[config.mk]
export PLATFORM = sky130hd
export DESIGN_NAME = branch_stream_gen_flat
export DESIGN_NICKNAME = d
export VERILOG_FILES = /design/src/rtl/branch_stream_gen_if.sv /design/src/rtl/branch_stream_gen.sv /design/src/flat_wrapper.sv
export SDC_FILE = /design/constraint.sdc
export NUM_CORES = 1
export LEC_CHECK = 0
export CORE_AREA = 2 2 119 121
export CTS_CLUSTER_DIAMETER = 100
export DETAILED_ROUTE_END_ITERATION = 6
export DIE_AREA = 0 0 121 123
export HOLD_SLACK_MARGIN = 0.02
export PLACE_DENSITY = 0.74
export SYNTH_ARGS = -nofsm -noshare
export SYNTH_HDL_FRONTEND = slang
export SYNTH_SLANG_ARGS = --single-unit
[constraint.sdc]
create_clock -name clk -period 2.12 [get_ports clk]
set_input_delay 0.424 -clock clk [delete_from_list [all_inputs] [get_ports clk]]
set_output_delay 0.424 -clock clk [all_outputs]
set_load 0.05 [all_outputs]
[src/rtl/branch_stream_gen_if.sv]
// branch_stream_gen_if: pattern config, run control, predictor stream and score bus
// master = generator side (drives the branch stream and status), slave = host/predictor side.
interface branch_stream_gen_if #(
  parameter int IDX_W = 4,
  parameter int N_SLOTS = 4,
  parameter int CNT_W = 16,
  localparam int SW = $clog2(N_SLOTS)
);
  logic cfg_we;
  logic [SW-1:0] cfg_slot;
  logic [IDX_W-1:0] cfg_index;
  logic [7:0] cfg_pattern;
  logic [2:0] cfg_len;
  logic cfg_rand;
  logic [SW:0] active_slots;
  logic [CNT_W-1:0] num_branches;
  logic start;
  logic prediction;
  logic [IDX_W-1:0] branch_index;
  logic branch_outcome;
  logic branch_valid;
  logic busy;
  logic done;
  logic [CNT_W-1:0] total_cnt;
  logic [CNT_W-1:0] miss_cnt;
  logic last_hit;
  modport master (
    input cfg_we, cfg_slot, cfg_index, cfg_pattern, cfg_len, cfg_rand,
    input active_slots, num_branches, start, prediction,
    output branch_index, branch_outcome, branch_valid, busy, done,
    output total_cnt, miss_cnt, last_hit
  );
  modport slave (
    output cfg_we, cfg_slot, cfg_index, cfg_pattern, cfg_len, cfg_rand,
    output active_slots, num_branches, start, prediction,
    input branch_index, branch_outcome, branch_valid, busy, done,
    input total_cnt, miss_cnt, last_hit
  );
endinterface

[src/rtl/branch_stream_gen.sv]
// branch_stream_gen: table-driven branch stream source that scores predictor accuracy
// Ports: clk, reset (sync, active-high), bus (branch_stream_gen_if.master: cfg table
// writes, run control, branch stream out, prediction in, counters out).
// Optional macro BSG_LFSR_EN: per-slot LFSR outcome source (x^8+x^6+x^5+x^4+1, seed 8'hA5).
module branch_stream_gen #(
  parameter int IDX_W = 4,
  parameter int N_SLOTS = 4,
  parameter int CNT_W = 16,
  localparam int SW = $clog2(N_SLOTS)
) (
  input logic clk,
  input logic reset,
  branch_stream_gen_if.master bus
);
  typedef enum logic [1:0] {IDLE, ISSUE, SCORE, DONE} state_t;
  state_t state, next;
  logic [IDX_W-1:0] idx [N_SLOTS];
  logic [7:0] pat [N_SLOTS];
  logic [2:0] len [N_SLOTS];
  logic [2:0] pos [N_SLOTS];
  logic [SW-1:0] slot;
  logic [SW:0] nact, slot_inc, act_in;
  logic [CNT_W-1:0] remaining;
  logic [IDX_W-1:0] idx_q;
  logic out_q;
  logic cur_out;
`ifdef BSG_LFSR_EN
  logic rnd [N_SLOTS];
  logic [7:0] lfsr;
  assign cur_out = rnd[slot] ? lfsr[0] : pat[slot][pos[slot]];
`else
  logic unused_rand;
  assign unused_rand = bus.cfg_rand;
  assign cur_out = pat[slot][pos[slot]];
`endif
  assign slot_inc = (SW+1)'(slot) + (SW+1)'(1);
  assign act_in = (bus.active_slots == '0 || bus.active_slots > (SW+1)'(N_SLOTS)) ? (SW+1)'(N_SLOTS) : bus.active_slots;
  always_ff @(posedge clk) begin
    if (reset) state <= IDLE;
    else state <= next;
  end
  // Outside ISSUE the stream outputs replay the last issued values held in idx_q/out_q.
  always_comb begin
    next = state;
    case (state)
      IDLE: next = bus.start ? ((bus.num_branches == '0) ? DONE : ISSUE) : IDLE;
      ISSUE: next = SCORE;
      SCORE: next = (remaining == CNT_W'(1)) ? DONE : ISSUE;
      default: next = IDLE;
    endcase
    bus.branch_valid = state == ISSUE;
    bus.branch_index = (state == ISSUE) ? idx[slot] : idx_q;
    bus.branch_outcome = (state == ISSUE) ? cur_out : out_q;
    bus.busy = state != IDLE;
    bus.done = state == DONE;
  end
  always_ff @(posedge clk) begin
    if (reset) begin
      for (int i = 0; i < N_SLOTS; i++) begin
        idx[i] <= '0;
        pat[i] <= '0;
        len[i] <= '0;
        pos[i] <= '0;
`ifdef BSG_LFSR_EN
        rnd[i] <= 1'b0;
`endif
      end
`ifdef BSG_LFSR_EN
      lfsr <= 8'hA5;
`endif
      slot <= '0;
      nact <= '0;
      remaining <= '0;
      idx_q <= '0;
      out_q <= 1'b0;
      bus.total_cnt <= '0;
      bus.miss_cnt <= '0;
      bus.last_hit <= 1'b0;
    end else begin
      if (state == IDLE && bus.cfg_we) begin
        idx[bus.cfg_slot] <= bus.cfg_index;
        pat[bus.cfg_slot] <= bus.cfg_pattern;
        len[bus.cfg_slot] <= bus.cfg_len;
        pos[bus.cfg_slot] <= '0;
`ifdef BSG_LFSR_EN
        rnd[bus.cfg_slot] <= bus.cfg_rand;
`endif
      end
      if (state == IDLE && bus.start) begin
        remaining <= bus.num_branches;
        nact <= act_in;
        slot <= '0;
        bus.total_cnt <= '0;
        bus.miss_cnt <= '0;
        bus.last_hit <= 1'b0;
      end
      if (state == ISSUE) begin
        idx_q <= idx[slot];
        out_q <= cur_out;
`ifdef BSG_LFSR_EN
        if (rnd[slot]) lfsr <= {lfsr[6:0], lfsr[7] ^ lfsr[5] ^ lfsr[4] ^ lfsr[3]};
`endif
      end
      if (state == SCORE) begin
        bus.last_hit <= bus.prediction == out_q;
        bus.total_cnt <= (bus.total_cnt == '1) ? bus.total_cnt : bus.total_cnt + CNT_W'(1);
        bus.miss_cnt <= (bus.prediction == out_q || bus.miss_cnt == '1) ? bus.miss_cnt : bus.miss_cnt + CNT_W'(1);
        pos[slot] <= (pos[slot] == len[slot]) ? 3'd0 : pos[slot] + 3'd1;
        slot <= (slot_inc == nact) ? '0 : slot_inc[SW-1:0];
        remaining <= remaining - CNT_W'(1);
      end
    end
  end
endmodule

[src/flat_wrapper.sv]
// flat-port wrapper written by rule: the top's interface ports become plain ports
module branch_stream_gen_flat 
#(
  parameter int IDX_W = 4,
  parameter int N_SLOTS = 4,
  parameter int CNT_W = 16,
  localparam int SW = $clog2(N_SLOTS)
)
  (clk, reset, bus_cfg_we, bus_cfg_slot, bus_cfg_index, bus_cfg_pattern, bus_cfg_len, bus_cfg_rand, bus_active_slots, bus_num_branches, bus_start, bus_prediction, bus_branch_index, bus_branch_outcome, bus_branch_valid, bus_busy, bus_done, bus_total_cnt, bus_miss_cnt, bus_last_hit);
  branch_stream_gen_if #(.IDX_W(IDX_W), .N_SLOTS(N_SLOTS), .CNT_W(CNT_W)) bus_i ();
  input logic clk;
  input logic reset;
  input wire logic [$bits(bus_i.cfg_we)-1:0] bus_cfg_we;
  input wire logic [$bits(bus_i.cfg_slot)-1:0] bus_cfg_slot;
  input wire logic [$bits(bus_i.cfg_index)-1:0] bus_cfg_index;
  input wire logic [$bits(bus_i.cfg_pattern)-1:0] bus_cfg_pattern;
  input wire logic [$bits(bus_i.cfg_len)-1:0] bus_cfg_len;
  input wire logic [$bits(bus_i.cfg_rand)-1:0] bus_cfg_rand;
  input wire logic [$bits(bus_i.active_slots)-1:0] bus_active_slots;
  input wire logic [$bits(bus_i.num_branches)-1:0] bus_num_branches;
  input wire logic [$bits(bus_i.start)-1:0] bus_start;
  input wire logic [$bits(bus_i.prediction)-1:0] bus_prediction;
  output wire logic [$bits(bus_i.branch_index)-1:0] bus_branch_index;
  output wire logic [$bits(bus_i.branch_outcome)-1:0] bus_branch_outcome;
  output wire logic [$bits(bus_i.branch_valid)-1:0] bus_branch_valid;
  output wire logic [$bits(bus_i.busy)-1:0] bus_busy;
  output wire logic [$bits(bus_i.done)-1:0] bus_done;
  output wire logic [$bits(bus_i.total_cnt)-1:0] bus_total_cnt;
  output wire logic [$bits(bus_i.miss_cnt)-1:0] bus_miss_cnt;
  output wire logic [$bits(bus_i.last_hit)-1:0] bus_last_hit;
  assign bus_i.cfg_we = bus_cfg_we;
  assign bus_i.cfg_slot = bus_cfg_slot;
  assign bus_i.cfg_index = bus_cfg_index;
  assign bus_i.cfg_pattern = bus_cfg_pattern;
  assign bus_i.cfg_len = bus_cfg_len;
  assign bus_i.cfg_rand = bus_cfg_rand;
  assign bus_i.active_slots = bus_active_slots;
  assign bus_i.num_branches = bus_num_branches;
  assign bus_i.start = bus_start;
  assign bus_i.prediction = bus_prediction;
  assign bus_branch_index = bus_i.branch_index;
  assign bus_branch_outcome = bus_i.branch_outcome;
  assign bus_branch_valid = bus_i.branch_valid;
  assign bus_busy = bus_i.busy;
  assign bus_done = bus_i.done;
  assign bus_total_cnt = bus_i.total_cnt;
  assign bus_miss_cnt = bus_i.miss_cnt;
  assign bus_last_hit = bus_i.last_hit;
  branch_stream_gen #(.IDX_W(IDX_W), .N_SLOTS(N_SLOTS), .CNT_W(CNT_W)) u_core (.clk(clk), .reset(reset), .bus(bus_i));
endmodule
==> run_results.csv <==
group,metric,value,unit
outcome,status,"finished, violations left",
outcome,failed_checks,"setup timing",
placed_design,portBuffers,81,
timing,setup_viol,20,
timing,tightest_slew,0.598,ns
power,p_clk_share,43.5,%
setup_path,startpoint_type,"flip-flop",
synth,synthesis.nets,661,
clocking,cts_made_buffers,17,
layout,diodes,0,
floorplan,die_area,0.0149,sq mm
setup_path,worstSetupPathType,"reg2out",
clocking,cts.clk_slew.worst_paths,0.06,ns
synth,async_flop_share,0,%
route,vias,5326,
global_route,grt_max_degree,40,
route,avgRoutedWirePerCell,17.5,um
floorplan,core,0.0136,sq mm
power,ir_drop,0.000491,V
layout,multi_input_area,0.00310,sq mm
layout,seq_area,0.00343,sq mm
global_route,antenna_found_initial,0,
synth,ys_seq_area_share,51.7,%
synth,ys.flop_type,"edfxtp_1",
power,intPower,5.00,mW
placed_design,postPlaceCellArea,0.00796,sq mm
clocking,h-tree-depth,4,
global_route,track_usage,22.5,%
synth,synth-edff-count,72,
power,power_frac_comb,12.0,%
layout,num-fill-cells,1028,
setup_path,arrival,2.34,ns
route,firstDrtPassIters,5,
timing,finalMaxSlewViolations,0,
clocking,cts_hold_buf,0,
layout,postLayoutCellArea,0.00874,sq mm
layout,drive_above_1_share,19.3,%
route,vias_per_cell,5.75,
clocking,root_buffer,"clkbuf_16",
global_route,grt_pass1_wl,26000,um
route,drc,0,
synth,yosysUniqueCellTypes,69,
floorplan,initial_core_util,48.6,%
route,dr.first_iter.drc_count,409,
timing,holdWs,0.477,ns
placed_design,dp_hpwl,11000,um
route,postRouteWirelength,16200,um
timing,min_period,2.76,ns
hold_path,hp-class,"reg2reg",
global_route,first_global_vias,5212,
clocking,cts_sinks,135,
clocking,cts_tree,"done",
synth,yosys_warnings,0,
synth,synth_area,0.00662,sq mm
timing,final.setup_skew,0.00661,ns
power,p_sw_share,24.2,%
synth,post_synth.cell_area_avg,10.8,sq um
timing,final.period_utilization,130,%
placed_design,gp_congestion,0.862,
clocking,clk_latency,0.42,ns
timing,rsz0062_at_grt,"yes",
synth,syn_inst,612,
layout,areaGrowthSynthToFinish,31.9,%
setup_path,required,1.70,ns
setup_path,crit_path_end_kind,"output port",
floorplan,placementRows,43,
timing,timing_hold_violations_final,0,
flow_run,max_cap_violations,0,
timing,max_slew_margin,60.1,%
power,p_per_area,756,mW/mm^2
timing,max_freq,0.362,GHz
floorplan,dieHeight,123,um
floorplan,die_x,121,um
timing,fin_ws,-0.643,ns
power,switchingPower,1.60,mW
clocking,cts.path.max_buffers,2,
synth,ys_seq_elements,135,
floorplan,io_pins,83,
route,detail-route-antenna-nets,0,
global_route,gr-total-overflow,0,
power,p_seq_share,44.5,%
layout,nets,782,
power,power.leakage,3.53,nW
setup_path,worstPathMaxFanout,6,
cell type report:
type,count,share of cell area [%]
inverter,13,0.559
clock buffer,20,5.11
sequential,135,39.2
tap,180,2.58
timing repair buffer,135,15.6
multi-input combinational,431,35.5
clock inverter,12,1.46
synth_stat cells, types with 3 or more instances:
master / instances / area, sq um
inv_1: 11 / 41.3
a31oi_1: 5 / 31.3
nand2b_1: 5 / 31.3
edfxtp_1: 72 / 2160
a222oi_1: 3 / 30.0
nand3b_1: 5 / 37.5
a211oi_1: 8 / 60.1
nand3_1: 17 / 85.1
mux4_2: 14 / 315
o21ai_1: 4 / 20.0
mux2i_1: 5 / 50.1
xor2_1: 16 / 140
o211ai_1: 12 / 90.1
nor4_1: 7 / 43.8
or2_1: 4 / 25.0
or4_4: 4 / 45.0
ha_1: 7 / 87.6
o31ai_1: 3 / 22.5
mux4_1: 4 / 105
a21oi_1: 30 / 150
and2_1: 67 / 419
o2111ai_1: 3 / 26.3
xnor2_1: 15 / 131
dfxtp_1: 63 / 1260
and3_1: 8 / 50.1
clkbuf_1: 27 / 101
nor3_1: 13 / 65.1
or3_1: 8 / 50.1
o21ai_0: 7 / 35.0
nand2_1: 41 / 154
or2_2: 3 / 18.8
nand4_1: 11 / 68.8
nor2_1: 58 / 218
and4_1: 4 / 35.0
power groups by stage:
stage	Sequential [mW]	Combinational, mW	Clock (mW)
after global placement	2.98	0.719	0
after global routing	2.95	0.851	3.00
after CTS	2.94	0.764	2.90
after floorplan	2.97	0.421	0
final	2.94	0.793	2.87
after detailed placement	2.99	0.736	0
per-stage QoR:
step | cells | TNS, ns | total power [mW] | worst slack (ns) | util (%)
3_5_place_dp | 887 | -16.00 | 3.73 | -0.300 | 58.5
3_3_place_gp | 887 | -12.19 | 3.70 | -0.237 | 58.5
6_report | 926 | -3.78 | 6.61 | -0.643 | 64.2
5_1_grt | 926 | -5.07 | 6.80 | -0.660 | 64.2
4_1_cts | 924 | -3.42 | 6.60 | -0.623 | 63.3
2_1_floorplan | 612 | -0.196 | 3.39 | -0.0931 | -
state kept, by name (all words and copies together), names as in the netlist, named ones only:
| name | count |
|---|---|
| u_core.pat | 32 |
| u_core.idx_q | 4 |
| u_core.pos | 12 |
| u_core.bus.last_hit | 1 |
| u_core.slot | 2 |
| u_core.remaining | 16 |
| u_core.bus.miss_cnt | 16 |
| u_core.len | 12 |
| u_core.bus.total_cnt | 16 |
| u_core.state | 2 |
| u_core.idx | 16 |
| u_core.out_q | 1 |
| u_core.nact | 3 |
cell usage in the layout (no fill, tap or decap), types with 12 or more instances in the layout:
cell and n:
a21oi_1 30, and2_1 66, buf_4 47, clkbuf_16 17, clkdlybuf4s50_1 48, dfxtp_1 61
dlymetal6s2s_1 19, edfxtp_1 72, mux4_2 15, nand2_1 33, nand3_1 17, nor2_1 55
nor3_1 13, o211ai_1 12, xnor2_1 15, xor2_1 14
worst paths after layout:
kind / cells past startpoint / slack [ns] / startpoint / endpoint
worst min-delay path: 2 / 0.48 / u_core.nact[1] / u_core.nact[1]
worst min register to register: 2 / 0.48 / u_core.nact[1] / u_core.nact[1]
worst max-delay path: 6 / -0.64 / flip-flop / bus_branch_outcome
worst max register to register: 8 / -0.32 / flip-flop / u_core.pos[0][2]
kinds of logic after synthesis:
logic type | count (synthesis) | synth area share, %
multiplexers | 25 | 7.45
buffers and inverters | 46 | 2.89
flip-flops | 135 | 51.7
AND/OR/NAND/NOR | 270 | 22.4
AO/OA/AOI/OAI | 97 | 9.85
XOR/XNOR | 32 | 4.35
adder cells (fa/ha/maj) | 7 | 1.32
per-layer routing:
| layer | vias up | routed length, um | global-route usage (%) |
|---|---|---|---|
| li1 | 2495 | - | - |
| met1 | 2602 | 6680 | 26.6 |
| met2 | 189 | 8180 | 38.7 |
| met3 | 40 | 876 | 5.26 |
| met4 | 0 | 481 | 10.7 |
| met5 | - | 0 | 0 |
timing repair:
action                     4_1_cts  5_1_grt
buffers inserted                 5        2
cloned                           0        0
setup endpoints to repair       22       57
pin swaps                        4        6
resized for setup               23       33
critical path, stage by stage (launching register included):
cell      delay (ns)
dfxtp_2         0.36
mux4_2          0.62
mux2i_1         0.18
nand3b_1        0.11
nand4_1         0.23
o21ai_4         0.25
buf_12          0.16
Power figures use the tool's default switching activity.
